### src/rtl/pong_pkg.sv
// Shared constants and state encoding for the brick wall.
// Geometry defaults match the ball motion logic.
package pong_pkg;

  localparam int NUM_BRICKS = 16;
  localparam int BRICK_COLS = 8;
  localparam int BRICK_ROWS = 2;

  localparam int DEF_GRID_X0 = 0;
  localparam int DEF_GRID_Y0 = 64;
  localparam int DEF_BRICK_W = 128;
  localparam int DEF_BRICK_H = 32;
  localparam int DEF_BALL_R  = 10;

  typedef enum logic [1:0] {
    IDLE,
    SCAN,
    DONE
  } state_t;

endpackage

### src/rtl/brick_hit_test.sv
// Inclusive overlap test of the ball box against one brick rectangle.
// The low edges of the ball box clamp at zero.
module brick_hit_test (
  input  logic [11:0] x,
  input  logic [11:0] y,
  input  logic [12:0] r,
  input  logic [12:0] bx,
  input  logic [12:0] by,
  input  logic [12:0] w,
  input  logic [12:0] h,
  output logic        hit
);

  logic [12:0] x13;
  logic [12:0] y13;
  logic [12:0] xl;
  logic [12:0] xh;
  logic [12:0] yl;
  logic [12:0] yh;
  logic [12:0] bxh;
  logic [12:0] byh;

  always_comb begin
    x13 = {1'b0, x};
    y13 = {1'b0, y};
    xl  = (x13 < r) ? 13'd0 : x13 - r;
    yl  = (y13 < r) ? 13'd0 : y13 - r;
    xh  = x13 + r;
    yh  = y13 + r;
    bxh = bx + w - 13'd1;
    byh = by + h - 13'd1;
    hit = (xl <= bxh) && (bx <= xh) &&
          (yl <= byh) && (by <= yh);
  end

endmodule

### src/rtl/brick_collision.sv
// Brick wall: scans one brick per clock, retires the first hit,
// and holds a one-hot collision vector until the ball moves.
module brick_collision
  import pong_pkg::*;
#(
  parameter int GRID_X0 = DEF_GRID_X0,
  parameter int GRID_Y0 = DEF_GRID_Y0,
  parameter int BRICK_W = DEF_BRICK_W,
  parameter int BRICK_H = DEF_BRICK_H,
  parameter int BALL_R  = DEF_BALL_R
) (
  input  logic        pclk,
  input  logic        reset,
  input  logic        new_game,
  input  logic [11:0] x_pos,
  input  logic [11:0] y_pos,
  output logic [15:0] collision_det,
  output logic [15:0] bricks_alive,
  output logic [4:0]  score,
  output logic        all_cleared
);

  localparam int W_SH = $clog2(BRICK_W);
  localparam int H_SH = $clog2(BRICK_H);

  state_t      state;
  logic        pos_valid;
  logic [11:0] lx;
  logic [11:0] ly;
  logic [3:0]  idx;
  logic [3:0]  hit_idx;
  logic        hit_flag;
  logic [12:0] bx;
  logic [12:0] by;
  logic        hit;
  logic        live_hit;
  logic [15:0] retire;
  logic [15:0] alive_ret;

  always_comb begin
    bx = 13'(GRID_X0) + (13'(idx[2:0]) << W_SH);
    by = 13'(GRID_Y0) + (13'(idx[3]) << H_SH);
    live_hit  = hit && bricks_alive[idx];
    retire    = 16'd1 << hit_idx;
    alive_ret = bricks_alive & ~retire;
  end

  brick_hit_test u_hit (
    .x  (lx),
    .y  (ly),
    .r  (13'(BALL_R)),
    .bx (bx),
    .by (by),
    .w  (13'(BRICK_W)),
    .h  (13'(BRICK_H)),
    .hit(hit)
  );

  always_ff @(posedge pclk) begin
    if (reset || new_game) begin
      state         <= IDLE;
      pos_valid     <= 1'b0;
      lx            <= '0;
      ly            <= '0;
      idx           <= '0;
      hit_idx       <= '0;
      hit_flag      <= 1'b0;
      collision_det <= '0;
      bricks_alive  <= 16'hFFFF;
      score         <= '0;
      all_cleared   <= 1'b0;
    end else begin
      unique case (state)
        IDLE: begin
          if (!pos_valid || {x_pos, y_pos} != {lx, ly}) begin
            lx            <= x_pos;
            ly            <= y_pos;
            pos_valid     <= 1'b1;
            collision_det <= '0;
            idx           <= '0;
            hit_flag      <= 1'b0;
            state         <= SCAN;
          end
        end
        SCAN: begin
          // Lowest index wins: later hits are ignored once flagged.
          if (live_hit && !hit_flag) begin
            hit_flag <= 1'b1;
            hit_idx  <= idx;
          end
          idx <= idx + 4'd1;
          if (idx == 4'd15) state <= DONE;
        end
        DONE: begin
          if (hit_flag) begin
            collision_det <= retire;
            bricks_alive  <= alive_ret;
            score         <= score + 5'd1;
            all_cleared   <= (alive_ret == 16'd0);
          end
          state <= IDLE;
        end
        default: state <= IDLE;
      endcase
    end
  end

endmodule

### config.mk
export PLATFORM = sky130hd
export DESIGN_NAME = brick_collision
export DESIGN_NICKNAME = d
export VERILOG_FILES = /design/src/rtl/pong_pkg.sv /design/src/rtl/brick_hit_test.sv /design/src/rtl/brick_collision.sv
export SDC_FILE = /design/constraint.sdc
export NUM_CORES = 1
export LEC_CHECK = 0
export CELL_PAD_IN_SITES_DETAIL_PLACEMENT = 2
export CELL_PAD_IN_SITES_GLOBAL_PLACEMENT = 2
export CORE_ASPECT_RATIO = 0.6
export CORE_MARGIN = 1.5
export CORE_UTILIZATION = 32
export DETAILED_ROUTE_END_ITERATION = 8
export GPL_TIMING_DRIVEN = 0
export PLACE_DENSITY = 0.78
export RECOVER_POWER = 25
export SYNTH_ARGS = -nofsm -noshare
export SYNTH_HDL_FRONTEND = slang
export SYNTH_HIERARCHICAL = 1
export SYNTH_SLANG_ARGS = --single-unit
### constraint.sdc
create_clock -name pclk -period 3.9 [get_ports pclk]
set_input_delay 0.585 -clock pclk [delete_from_list [all_inputs] [get_ports pclk]]
set_output_delay 0.585 -clock pclk [all_outputs]
set_load 0.005 [all_outputs]
Word-level counts from Yosys, hierarchy flattened
Index checks and enable logic that the tools add are counted.
W data, S select, Z words.
- bits in registers: 74
- bits in latches: 0
- RAM bits: 0
- memory bits (read-only): 0
- logic and storage cells: 75
- memories: 0
- add/sub/neg operators: 11
- multipliers: 0
- divide/modulo/power cells: 0
- $lt $le $gt $ge: 7
- equal/unequal tests: 8
- shifts and indexed selects: 1
- multiplexer cells: 15
- bitwise operators: 2
- reduce and logical (&&, ||, !) cells: 20
- operators with widths (kind ; number):
    $mux W16 ; 2
    $pmux W16 S2 ; 1
    $add A12 B4 Y13 const B ; 2
    $le A13 B13 Y1 ; 2
    $mux W13 ; 2
    $sub A12 B4 Y13 const B ; 2
    $sub A13 B1 Y13 const B ; 2
    $lt A12 B4 Y1 const B ; 2
    $ne A24 B24 Y1 ; 1
    $and A16 B16 Y16 ; 1
    $logic_not A16 Y1 ; 1
    $not A16 Y16 ; 1
    $shl A1 B4 Y16 const A ; 1
    $le A10 B13 Y1 ; 1
    $le A8 B13 Y1 ; 1
    $add A10 B8 Y11 const B ; 1
    $reduce_and A2 Y1 ; 5
    $add A8 B6 Y9 const B ; 1
    $add A7 B6 Y8 const A ; 1
    $ne A2 B2 Y1 const B ; 4
    $pmux W4 S2 ; 1
    $reduce_and A3 Y1 ; 2
    $add A5 B1 Y5 const B ; 1
    $logic_and A1 B1 Y1 ; 5
    15 further kinds ; 21

Depth between registers and ports, before layout
- word-level depth: 10
- depth in mapped cells: 22
- depth with buffers taken out: 22

Hierarchy
Netlist, hierarchy kept.
- modules (own cells, without submodules) (module ; times used ; cells an instance ; area each (um2) ; seq. area each (um2)):
    brick_hit_test ; 1 ; 716 ; 5106.1 ; 0.0
    brick_collision ; 1 ; 460 ; 3667.3 ; 1481.4

Worst setup path after synthesis
Ideal clock, no wire load.
- kind: register -> register
- start point: register ly[1]
- end point: register hit_idx[0]
- library setup time: 0.132 ns
- arrival: 3.570 ns
- data required time: 3.768 ns
- path slack: 0.198 ns
- stages on the path, launching flop included: 20
- period minus slack after synthesis: 3.702 ns
- cells stage by stage: dfxtp_1 > ha_1 > nor2b_1 > o31ai_2 > a311oi_2 > nor3_1 > o21a_1 > buf_6 > nor2_1 > ha_1 > and3_1 > o21ai_0 > a311oi_1 > a2111oi_0 > a41o_1 > and4_1 > nor3b_1 > o21ai_1 > o21ai_0 > a21oi_1
- word-level cells in the longest chain between the ends: 8
- ends and longest elaborated chain (item ; line ; RTL):
    start, declared ; brick_collision.sv:29 ; logic [11:0] ly;
    start signal, assigned ; brick_collision.sv:77 ; ly <= y_pos;
    $sub A12 B4 Y13 / $lt A12 B4 Y1 (equally long branches) ; brick_hit_test.sv:27 ; yl = (y13 < r) ? 13'd0 : y13 - r;
    $mux W13 ; brick_hit_test.sv:27 ;
    $le A13 B13 Y1 ; brick_hit_test.sv:33 ; (yl <= byh) && (by <= yh);
    $logic_and A1 B1 Y1 ; brick_hit_test.sv:32 ; hit = (xl <= bxh) && (bx <= xh) &&
    $logic_and A1 B1 Y1 (*) ; brick_hit_test.sv:33 ;
    net hit ; brick_collision.sv:35 ; logic hit;
    $logic_and A1 B1 Y1 (*) ; brick_collision.sv:43 ; live_hit = hit && bricks_alive[idx];
    $logic_and A1 B1 Y1 (*) ; brick_collision.sv:87 ; if (live_hit && !hit_flag) begin
    $reduce_and A2 Y1 (no source line) (*) ; -- ;
    end signal, assigned ; brick_collision.sv:89 ; hit_idx <= idx;
    end, declared ; brick_collision.sv:31 ; logic [3:0] hit_idx;
The timed path passes the listed nets; every way through them passes the cells marked *.
A chain may end at the register's enable or synchronous reset.

Worst setup path in the final report
- start point: register ly[8]
- end point: register hit_idx[1]
The elaborated chain is that of the path after synthesis.

==> impl_metrics.py <==
metrics = {
    "floorplan": {
        "fp.dieH_um": 131,
        "io_pins": 65,
        "placementRows": 46,
        "placeableCoreArea_um2": 26600,
        "die_w_um": 217,
        "die-area_um2": 28500,
        "start_util_pct": 32.9,
    },
    "sta": {
        "fin_tns_setup_ps": -2240,
        "finalHoldViolations": 0,
        "rsz0062_at_grt": "yes",
        "finalSetupViolations": 5,
        "tightest_slew_ps": 788,
        "maxSlewViolCount": 0,
        "max_clock_freq_mhz": 228,
        "post-route-period-util_pct": 112,
        "skew_ps": 11.4,
        "finalCriticalPeriod_ps": 4380,
        "post-route-worst-setup-slack_ps": -481,
        "slew_headroom_pct": 47.1,
    },
    "placement": {
        "place_hpwl_mm": 26.2,
        "placed_cell_area_um2": 10300,
        "dp_cells": 1711,
        "place_congestion": 0.846,
        "io_buffer_count": 64,
    },
    "global_route": {
        "track_usage_pct": 25.2,
        "grt_pass1_wl_mm": 55.9,
        "antenna_found_initial": 0,
        "first_global_vias": 9825,
        "grt_max_degree": 15,
        "overflow": 0,
    },
    "outcome": {
        "violations": "negative setup slack",
        "status": "finished with violations",
    },
    "clock_network": {
        "clockBufferDepth": 2,
        "cts_root_buf": "clkbuf_16",
        "htreeDepth": 3,
        "cts_buffers": 9,
        "clock_latency_ps": 370,
        "cts_sinks": 74,
        "cts.clk_slew.worst_paths_ps": 70,
        "cts_tree": "yes",
    },
    "synthesis": {
        "ys_ff_latch": 74,
        "synth-edff-count": 0,
        "ys_types": 79,
        "seq_area_frac_synth_pct": 16.9,
        "avgSynthCellArea_um2": 7.46,
        "yosys_warnings": 6,
        "synthCells": 1176,
        "synth_flop_cell": "dfxtp_1",
        "synthArstFlopShare_pct": 0,
        "syn-cell-area_um2": 8770,
    },
    "critical_path": {
        "cp-start-kind": "register",
        "r2r_start": "ly[8]$_SDFFE_PP0P_",
        "rr_worst_depth": 20,
        "critical_path.endpoint_type": "register",
        "critical_path_class": "register to register",
        "reg2reg_slack_ps": -480,
        "cp_max_fo": 8,
        "crit_arrival_ps": 4670,
        "timing.rr.end": "hit_idx[1]$_SDFFE_PP0P_",
        "worstPathRequired_ps": 4190,
    },
    "cells_and_area": {
        "antenna_cells": 0,
        "fin_nets": 1579,
        "fillers": 3108,
        "utilization_pct": 42.8,
        "final_cell_area_um2": 11400,
        "layout-drive-gt1-share_pct": 12.7,
        "final_cells": 1763,
        "area_growth_pct": 29.9,
    },
    "detailed_routing": {
        "wirelength_mm": 35.7,
        "first_iter_violations": 399,
        "firstDrtPassIters": 4,
        "via_count": 8966,
        "avgRoutedWirePerCell_um": 20.3,
        "viasPerCell": 5.09,
        "drc_errors": 0,
        "final_antenna_net_count": 0,
    },
    "worst_hold_path": {
        "hold_path_end": "bricks_alive[9]$_SDFFE_PP1P_",
        "hold_depth": 2,
        "hold_class": "register to register",
        "min_from": "bricks_alive[9]$_SDFFE_PP1P_",
    },
    "pwr": {
        "p_total_uw": 2810,
        "vdd_drop_max_v": 0.000189,
        "powerDensity_nw_per_um2": 247,
        "p_leak_uw": 0.00484,
    },
    "flow_run": {
        "cap_violations": 0,
    },
}
[cells in the mapped netlist (4+ instances only)]
library cell,count,area share [%]
nand4_1,17,1.2
a21oi_1,72,4.1
nor2_1,101,4.3
ha_1,148,21
fa_1,6,1.4
or3_1,8,0.57
o21ai_1,9,0.51
a211oi_1,4,0.34
and2_1,4,0.29
o31ai_1,6,0.51
o21ai_0,22,1.3
mux2_2,4,0.51
nand3_1,64,3.7
xor2_1,19,1.9
buf_2,14,0.80
dfxtp_1,74,17
nor4_1,6,0.43
nand2_1,146,6.2
o21bai_1,5,0.43
o21a_1,12,1.0
a21o_1,11,0.94
mux2i_1,26,3.0
clkbuf_1,23,0.98
a31oi_1,19,1.4
o211ai_1,6,0.51
nor3_1,22,1.3
buf_1,4,0.17
a311oi_1,5,0.50
nor2b_1,13,0.93
inv_1,141,6.0
nand2b_1,12,0.86
nor3b_1,6,0.51
xnor2_1,64,6.4
[state kept, by name, summed over array words and instances, names as in the netlist, 2 cells and up]
signal,flops
score,5
lx,12
hit_idx,4
collision_det,16
idx,4
ly,12
state,2
bricks_alive,16
[routing by layer]
layer	share of wire (%)	wire length (um)	GRT usage, %
met5	0	0	0
met4	1.4	488	4.48
met3	3.1	1110	4.26
met2	44	15800	40.2
met1	51	18300	35.8
[report_power, final]
group          switching, uW  total (uW)  internal (uW)
clock network            390         845            454
registers               21.1         788            766
logic                    684        1180            497
[worst max-delay path by stage]
stage	startpoint	to	slack, ps	cells past startpoint
floorplan	ly[1]$_SDFFE_PP0P_	hit_idx[0]$_SDFFE_PP0P_	200	19
global placement	ly[1]$_SDFFE_PP0P_	hit_idx[2]$_SDFFE_PP0P_	-1210	19
finish	ly[8]$_SDFFE_PP0P_	hit_idx[1]$_SDFFE_PP0P_	-480	20
detailed placement	ly[1]$_SDFFE_PP0P_	hit_idx[2]$_SDFFE_PP0P_	-1460	19
global route	ly[8]$_SDFFE_PP0P_	hit_idx[1]$_SDFFE_PP0P_	-570	20
CTS	ly[2]$_SDFFE_PP0P_	hit_idx[2]$_SDFFE_PP0P_	-390	21
[critical path: stages, from the launching register on]
cell and delay [ps]:
dfxtp_2 370, ha_1 330, buf_6 150, nand2_2 110, a311oi_4 350, nor3_2 110, o21a_1 190, buf_6 140
buf_6 140, a21oi_2 110, ha_1 250, nand4_1 170, buf_4 170, a311oi_4 60, a2111oi_4 400, a41o_1 220
and4_4 270, nor3b_4 240, o21a_2 230, nand3_2 100, a21oi_2 180
[timing repair]
action                                  4_1_cts  5_1_grt
endpoints found under the setup margin        5        5
resized for setup                           103       26
hold buffers                                  0        0
pin swaps                                    36       23
buffers inserted                             28       11
hold endpoints to repair                      0        0
[area by class of cell]
| type | instances | area (um^2) | share of cell area, % |
|---|---|---|---|
| Multi-Input combinational cell | 1025 | 7440 | 65.3 |
| Buffer | 41 | 203 | 1.78 |
| Clock buffer | 10 | 239 | 2.10 |
| Clock inverter | 6 | 46.3 | 0.406 |
| Timing Repair Buffer | 103 | 957 | 8.40 |
| Tap cell | 360 | 450 | 3.95 |
| Inverter | 144 | 546 | 4.79 |
| Sequential cell | 74 | 1510 | 13.3 |
[cell usage in the layout, fill, tap and decap left out, drive strengths merged, types with 26 or more instances in the layout]
cell / n
ha: 148
clkbuf: 33
buf: 57
o21ai: 31
xnor2: 64
nand2: 146
conb: 113
inv: 144
a21oi: 73
nor2: 101
clkdlybuf4s50: 41
nand3: 64
mux2i: 26
dfxtp: 74
[logic make-up (layout without fill, tap and decap cells)]
family,after synthesis,in the layout,share of synthesized area [%]
compound gates,211,211,16.2
xor+xnor,83,83,8.29
fa+ha+maj,154,154,22.5
buf+inv,188,304,8.41
flops,74,74,16.9
mux,33,33,4.25
other cells,2,113,0.0856
simple gates,431,431,23.4
[stage by stage]
step | hold slack, ps | worst slack [ps]
2_1_floorplan | 440 | 198
3_3_place_gp | 459 | -1210
3_5_place_dp | 472 | -1460
4_1_cts | 489 | -391
5_1_grt | 520 | -568
6_report | 489 | -481
Note: power is estimated with default switching activity, not from simulation.
